File: src/rtl/pipe_fetch_unit.sv
// Sequential instruction-fetch stage with a small PC/instruction queue toward ID.
// Optional combinational empty-queue bypass enabled by defining FETCH_BYPASS_EN.
module pipe_fetch_unit #(
   parameter int unsigned          ADDR_W   = 32,
   parameter int unsigned          INST_W   = 32,
   parameter int unsigned          DEPTH    = 4,
   parameter logic [ADDR_W-1:0]    RESET_PC = '0
) (
   input  logic              clk,
   input  logic              clrn,
   output logic              imem_req,
   output logic [ADDR_W-1:0] imem_addr,
   input  logic [INST_W-1:0] imem_rdata,
   input  logic              redirect_valid,
   input  logic [ADDR_W-1:0] redirect_pc,
   output logic              id_valid,
   input  logic              id_ready,
   output logic [INST_W-1:0] id_inst,
   output logic [ADDR_W-1:0] id_pc,
   output logic [ADDR_W-1:0] id_pc4
);

   localparam int unsigned       PTR_W   = $clog2(DEPTH);
   localparam int unsigned       CNT_W   = PTR_W + 1;
   localparam logic [CNT_W-1:0]  DEPTH_C = CNT_W'(DEPTH);
   localparam logic [ADDR_W-1:0] FOUR    = ADDR_W'(4);
   localparam logic [ADDR_W-1:0] ALIGN   = ~ADDR_W'(3);

   logic [ADDR_W-1:0] fetch_pc_q, fetch_pc_d;
   logic [CNT_W-1:0]  count_q, count_d;
   logic [PTR_W-1:0]  rd_ptr_q, rd_ptr_d;
   logic [PTR_W-1:0]  wr_ptr_q, wr_ptr_d;
   logic              inflight_q, inflight_d;
   logic [ADDR_W-1:0] inflight_pc_q, inflight_pc_d;

   logic [INST_W-1:0] inst_q [DEPTH];
   logic [ADDR_W-1:0] pc_q   [DEPTH];

   logic              queue_empty;
   logic [CNT_W-1:0]  occupancy;
   logic              req;
   logic              bypass_hit;
   logic              bypass_take;
   logic              push;
   logic              pop;

   always_comb begin
      queue_empty = (count_q == '0);
      // Slots already promised to an outstanding response count as occupied.
      occupancy   = count_q + CNT_W'(inflight_q);
      req         = clrn && !redirect_valid && (occupancy < DEPTH_C);
`ifdef FETCH_BYPASS_EN
      bypass_hit  = clrn && !redirect_valid && queue_empty && inflight_q;
`else
      bypass_hit  = 1'b0;
`endif
      bypass_take = bypass_hit && id_ready;
      pop         = clrn && !queue_empty && id_ready;
      push        = inflight_q && !bypass_take;
   end

   always_comb begin
      fetch_pc_d    = fetch_pc_q;
      count_d       = count_q;
      rd_ptr_d      = rd_ptr_q;
      wr_ptr_d      = wr_ptr_q;
      inflight_d    = inflight_q;
      inflight_pc_d = inflight_pc_q;
      if (redirect_valid) begin
         fetch_pc_d = redirect_pc & ALIGN;
         count_d    = '0;
         rd_ptr_d   = '0;
         wr_ptr_d   = '0;
         inflight_d = 1'b0;
      end else begin
         count_d  = count_q + CNT_W'(push) - CNT_W'(pop);
         rd_ptr_d = rd_ptr_q + PTR_W'(pop);
         wr_ptr_d = wr_ptr_q + PTR_W'(push);
         if (req) begin
            fetch_pc_d    = fetch_pc_q + FOUR;
            inflight_d    = 1'b1;
            inflight_pc_d = fetch_pc_q;
         end else begin
            inflight_d = 1'b0;
         end
      end
   end

   always_ff @(posedge clk) begin
      if (!clrn) begin
         fetch_pc_q    <= RESET_PC;
         count_q       <= '0;
         rd_ptr_q      <= '0;
         wr_ptr_q      <= '0;
         inflight_q    <= 1'b0;
         inflight_pc_q <= '0;
      end else begin
         fetch_pc_q    <= fetch_pc_d;
         count_q       <= count_d;
         rd_ptr_q      <= rd_ptr_d;
         wr_ptr_q      <= wr_ptr_d;
         inflight_q    <= inflight_d;
         inflight_pc_q <= inflight_pc_d;
      end
   end

   always_ff @(posedge clk) begin
      if (clrn && !redirect_valid && push) begin
         inst_q[wr_ptr_q] <= imem_rdata;
         pc_q[wr_ptr_q]   <= inflight_pc_q;
      end
   end

   // Head outputs are forced to zero whenever nothing valid is presented.
   always_comb begin
      imem_req  = req;
      imem_addr = fetch_pc_q;
      id_valid  = 1'b0;
      id_inst   = '0;
      id_pc     = '0;
      id_pc4    = '0;
      if (clrn && !queue_empty) begin
         id_valid = 1'b1;
         id_inst  = inst_q[rd_ptr_q];
         id_pc    = pc_q[rd_ptr_q];
         id_pc4   = pc_q[rd_ptr_q] + FOUR;
      end else if (bypass_hit) begin
         id_valid = 1'b1;
         id_inst  = imem_rdata;
         id_pc    = inflight_pc_q;
         id_pc4   = inflight_pc_q + FOUR;
      end
   end

`ifndef SYNTHESIS
   always_ff @(posedge clk) begin
      if (clrn && !redirect_valid && push && !pop) begin
         assert (count_q < DEPTH_C)
            else $error("pipe_fetch_unit: enqueue into a full fetch queue");
      end
   end
`endif

endmodule

File: config.mk
export PLATFORM = sky130hd
export DESIGN_NAME = pipe_fetch_unit
export DESIGN_NICKNAME = d
export VERILOG_FILES = /design/src/rtl/pipe_fetch_unit.sv
export SDC_FILE = /design/constraint.sdc
export NUM_CORES = 1
export LEC_CHECK = 0
export ABC_AREA = 1
export ABC_CLOCK_PERIOD_IN_PS = 11700
export BUFFER_PORTS_ARGS = -buffer_cell sky130_fd_sc_hd__buf_4
export CORE_ASPECT_RATIO = 1.5
export CORE_MARGIN = 3
export CORE_UTILIZATION = 62
export DETAILED_ROUTE_END_ITERATION = 8
export PLACE_DENSITY_LB_ADDON = 0.3
export SLEW_MARGIN = 30
export SYNTH_ARGS = -nofsm -noshare
export SYNTH_HDL_FRONTEND = slang
export SYNTH_SLANG_ARGS = --single-unit
File: constraint.sdc
create_clock -name clk -period 11.7 [get_ports clk]
set_input_delay 2.34 -clock clk [delete_from_list [all_inputs] [get_ports clk]]
set_output_delay 2.34 -clock clk [all_outputs]
set_load 0.005 [all_outputs]
==> tab_implementation.tex <==
\begin{tabular}{lr}
\hline
Metric & Value \\
\hline
\multicolumn{2}{l}{\textbf{Critical path}} \\
\quad Req. time, crit path & 9360 ps \\
\quad Critical Path Most Common Cell & buf\_4 \\
\quad Crit-path slowest cell & inv\_1 \\
\quad Crit path buffers/inverters & 4 \\
\quad Critical Path Sink & id\_pc4[12] \\
\quad Worst-path fanout max & 69 \\
\quad Capturing element type of the critical path & output port \\
\quad Crit path DAT & 4690 ps \\
\quad Crit path largest cell delay & 730 ps \\
\quad Total number of cells along the worst setup path & 7 \\
\quad Capture instance of the worst register-to-register path & imem\_addr[27] \\
\quad CP Launch Point & clrn \\
\quad Family with the most delay on the worst path & buffers and inverters \\
\quad Type of the worst setup path & in2out \\
\quad Worst setup slack for register-to-register paths & 8550 ps \\
\quad CP Cell Sequence & buf\_4 -> o31ai\_4 -> buf\_4 -> inv\_1 -> o21ai\_0 -> a21oi\_1 -> buf\_4 \\
\quad Setup crit start kind & input pin \\
\quad Reg-to-Reg Start & count\_q[0] \\
\quad Worst-case reg-to-reg path depth & 13 \\
\multicolumn{2}{l}{\textbf{Floorplanning}} \\
\quad Core Box Area & 23100 um\^{}2 \\
\quad Initial Util & 63.6\% \\
\quad Top-Level Pins & 198 \\
\quad Area of the die & 25700 um\^{}2 \\
\quad Die outline height & 195 um \\
\quad Std-Cell Rows & 68 \\
\quad Overall die width & 132 um \\
\multicolumn{2}{l}{\textbf{Routing}} \\
\quad Total via count in the routed design & 11900 \\
\quad Aggregate routed wire length & 37.6 mm \\
\quad First DRT Iteration DRCs & 919 \\
\quad Wirelength per Cell & 17.6 um \\
\quad Vias per cell & 5.58 \\
\quad Number of nets with antenna violations after detailed routing & 0 \\
\quad Drt pass-1 iters & 5 \\
\quad DR DRC count & 0 \\
\multicolumn{2}{l}{\textbf{Finish}} \\
\quad Nets@finish & 1874 \\
\quad Post-route insts no fill & 2135 \\
\quad Final cell area excluding filler cells & 17200 um\^{}2 \\
\quad Ant. Diodes & 0 \\
\quad Area added between synthesis and finish & 16.6\% \\
\quad Share of cells above drive strength 1 & 15.5\% \\
\multicolumn{2}{l}{\textbf{Synth}} \\
\quad Number of different library cells in the post-synthesis netlist & 38 \\
\quad Dominant cell type by area after synthesis & edfxtp\_1 \\
\quad Yosys warning count & 0 \\
\quad Synth top area cells & edfxtp\_1 51\%, nand2\_1 11\%, dfxtp\_1 9.3\%, nor2\_1 7.2\%, o21ai\_0 3.9\% \\
\quad Register bit total from synthesis & 316 \\
\quad Commonest register cell after synthesis & edfxtp\_1 \\
\quad Number of enable flip-flop cells after synthesis & 248 \\
\quad Synthesized area per cell & 8.96 um\^{}2 \\
\quad Cell count after synthesis & 1642 \\
\quad Share of flip-flops with an asynchronous set or reset after synthesis & 0\% \\
\quad Sequential-to-total area share from yosys stat & 59.9\% \\
\quad Share of Yosys cell area claimed by the top area cell type & 50.6\% \\
\quad Post-Syn Area & 14700 um\^{}2 \\
\multicolumn{2}{l}{\textbf{Power}} \\
\quad Switching power summed over all nets & 0.488 mW \\
\quad Portion of total power attributed to combinational logic & 4.9\% \\
\quad Net Sw Frac & 21.4\% \\
\quad Fraction of power consumed by the clock network & 40.6\% \\
\quad Maximum VDD drop & 0.142 mV \\
\quad Leakage component of the power & 6.99 nW \\
\quad Design internal power & 1.79 mW \\
\quad Power per standard cell area & 133 nW/um\^{}2 \\
\quad Total Power & 2.28 mW \\
\quad Part of the total power dissipated in sequential elements & 54.5\% \\
\multicolumn{2}{l}{\textbf{Timing}} \\
\quad Post-route minimum period & 7030 ps \\
\quad Setup clock skew after layout & 15.0 ps \\
\quad Slew @ Worst Pin & 931 ps \\
\quad Final cycle utilization of the critical path & 60.1\% \\
\quad Maximum clock rate & 0.142 GHz \\
\quad Count of pins over their slew limit & 0 \\
\quad Setup TNS & 0 ps \\
\quad Finish-stage setup viols & 0 \\
\quad Worst path setup slack after routing & 4670 ps \\
\quad Headroom to the max-slew limit & 37.9\% \\
\quad RSZ-0062 raised after global routing & false \\
\quad Final hold viol count & 0 \\
\multicolumn{2}{l}{\textbf{GRT}} \\
\quad Total track usage & 28.6\% \\
\quad Number of antenna violations at the first check in global routing & 0 \\
\quad Maximum number of pins on one net before global-route repair & 131 \\
\quad Remaining global-route overflow & 0 \\
\quad Number of global-route vias before repair & 11700 \\
\quad Wire length of the first global-routing pass & 59.2 mm \\
\multicolumn{2}{l}{\textbf{CTS}} \\
\quad CTS-repair resized insts & 0 \\
\quad Clock latency of the later-clocked register in the worst-skew pair & 560 ps \\
\quad Clock transition at the registers of the reported paths & 70 ps \\
\quad Maximum buffer depth of the clock tree & 3 \\
\quad Post-CTS setup buffer count & 0 \\
\quad CTS tree & done \\
\quad Inserted Clock Buffers & 28 \\
\quad Clock Tree Root & clkbuf\_16 \\
\quad H-Tree Depth & 1 \\
\quad Cts-stage hold buffer count & 0 \\
\quad Number of clock sinks & 316 \\
\multicolumn{2}{l}{\textbf{Status}} \\
\quad Run status & finished, final reports clean \\
\multicolumn{2}{l}{\textbf{Place}} \\
\quad Total placed instance area & 16200 um\^{}2 \\
\quad Port buffer count & 189 \\
\quad Post-detailed-placement half-perimeter wirelength & 24.6 mm \\
\quad Setup WS pre-CTS & 4780 ps \\
\quad Routability Congestion & 0.912 \\
\quad Placed instance count & 2083 \\
\multicolumn{2}{l}{\textbf{Flow run}} \\
\quad Number of max-capacitance violations reported & 0 \\
\multicolumn{2}{l}{\textbf{Min path}} \\
\quad Class of the most critical hold timing path & reg2reg \\
\hline
\end{tabular}
==> cells in the final DEF, fill, tap and decap left out, types with 4 or more instances in the layout <==
cell type	netlist	final
nand2_1	443	443
nor2_1	282	282
edfxtp_1	248	248
buf_4	13	203
o21ai_0	116	116
nand3_1	115	115
inv_1	105	105
dfxtp_1	68	66
a21oi_1	61	61
nor3_1	33	29
clkbuf_16	0	28
nor2_2	10	10
nand4_1	9	9
nand3b_1	9	9
xor2_1	9	9
nand2_2	8	8
ha_1	8	8
a31oi_1	6	6
conb_1	1	6
clkinv_1	1	5
nor2_4	5	5
clkbuf_1	25	5
nor3_2	0	4
a31o_2	4	4
and2_1	4	4
clkinv_2	0	4
==> synthesized netlist by cell type, types with 2 or more instances <==
cell type  count
nand2_1      443
nor2_1       282
edfxtp_1     248
o21ai_0      116
nand3_1      115
inv_1        105
dfxtp_1       68
a21oi_1       61
nor3_1        33
clkbuf_1      25
buf_2         23
buf_4         13
buf_1         12
nor2_2        10
nand3b_1       9
nand4_1        9
xor2_1         9
ha_1           8
nand2_2        8
buf_6          7
a31oi_1        6
nor2_4         5
a31o_2         4
and2_1         4
xnor2_1        3
a211oi_1       2
o211ai_1       2
o221ai_1       2
==> stage by stage <==
step	hold WS (ps)	utilization [%]
2_1_floorplan	460	-
3_3_place_gp	471	70.1
3_5_place_dp	499	70.1
4_1_cts	506	74.1
5_1_grt	508	74.1
6_report	502	74.1
==> how the worst min path moves through the flow <==
stage | endpoint | from | slack, ps | cells past startpoint
after CTS | pc_q[3][2] | inflight_pc_q[2] | 510 | 0
final | pc_q[0][2] | inflight_pc_q[2] | 500 | 0
after global placement | pc_q[1][16] | inflight_pc_q[16] | 470 | 0
after floorplan | pc_q[0][2] | inflight_pc_q[2] | 460 | 0
after global routing | pc_q[2][2] | inflight_pc_q[2] | 510 | 0
after detailed placement | pc_q[0][2] | inflight_pc_q[2] | 500 | 0
==> kinds of logic (layout without fill, tap and decap cells) <==
| group | Yosys count | in the layout | synth area share, % |
|---|---|---|---|
| flops | 316 | 316 | 59.9 |
| simple gates | 920 | 920 | 25.8 |
| buf+inv | 190 | 363 | 5.95 |
| xor+xnor | 12 | 12 | 0.714 |
| fa+ha+maj | 8 | 8 | 0.680 |
| other cells | 1 | 6 | 0.0255 |
| compound gates | 195 | 195 | 6.96 |
==> final cells by class <==
cell class	count	area, um^2
repair buffers	203	1520
flip-flops and latches	316	8810
clock inverters	17	183
multi-input cells	1141	5080
inverters	108	410
fillers	1689	5990
well taps	315	394
clock buffers	35	747
==> metal layers <==
layer / vias to the layer above / part of all wire [%] / GRT usage (%)
li1: 5765 / - / -
met1: 5490 / 38 / 34.7
met2: 548 / 50 / 50.4
met3: 105 / 8.0 / 4.71
met4: 0 / 3.9 / 12.9
met5: - / 0 / 0
==> registers in the layout, summed over array words and instances (netlist names) <==
signal and count:
inst_q 128, pc_q 120, imem_addr 30, inflight_pc_q 30, count_q 3, rd_ptr_q 2
wr_ptr_q 2, inflight_q 1
==> power groups by stage <==
stage                     sequential (mW)  clock, mW  combinational, mW
after floorplan                      1.26          0             0.0590
after global placement               1.27          0              0.109
after detailed placement             1.27          0              0.112
after CTS                            1.24      0.935              0.113
after global routing                 1.24      0.972              0.126
final                                1.24      0.926              0.113
No activity file was read; power rests on OpenSTA's default activity.
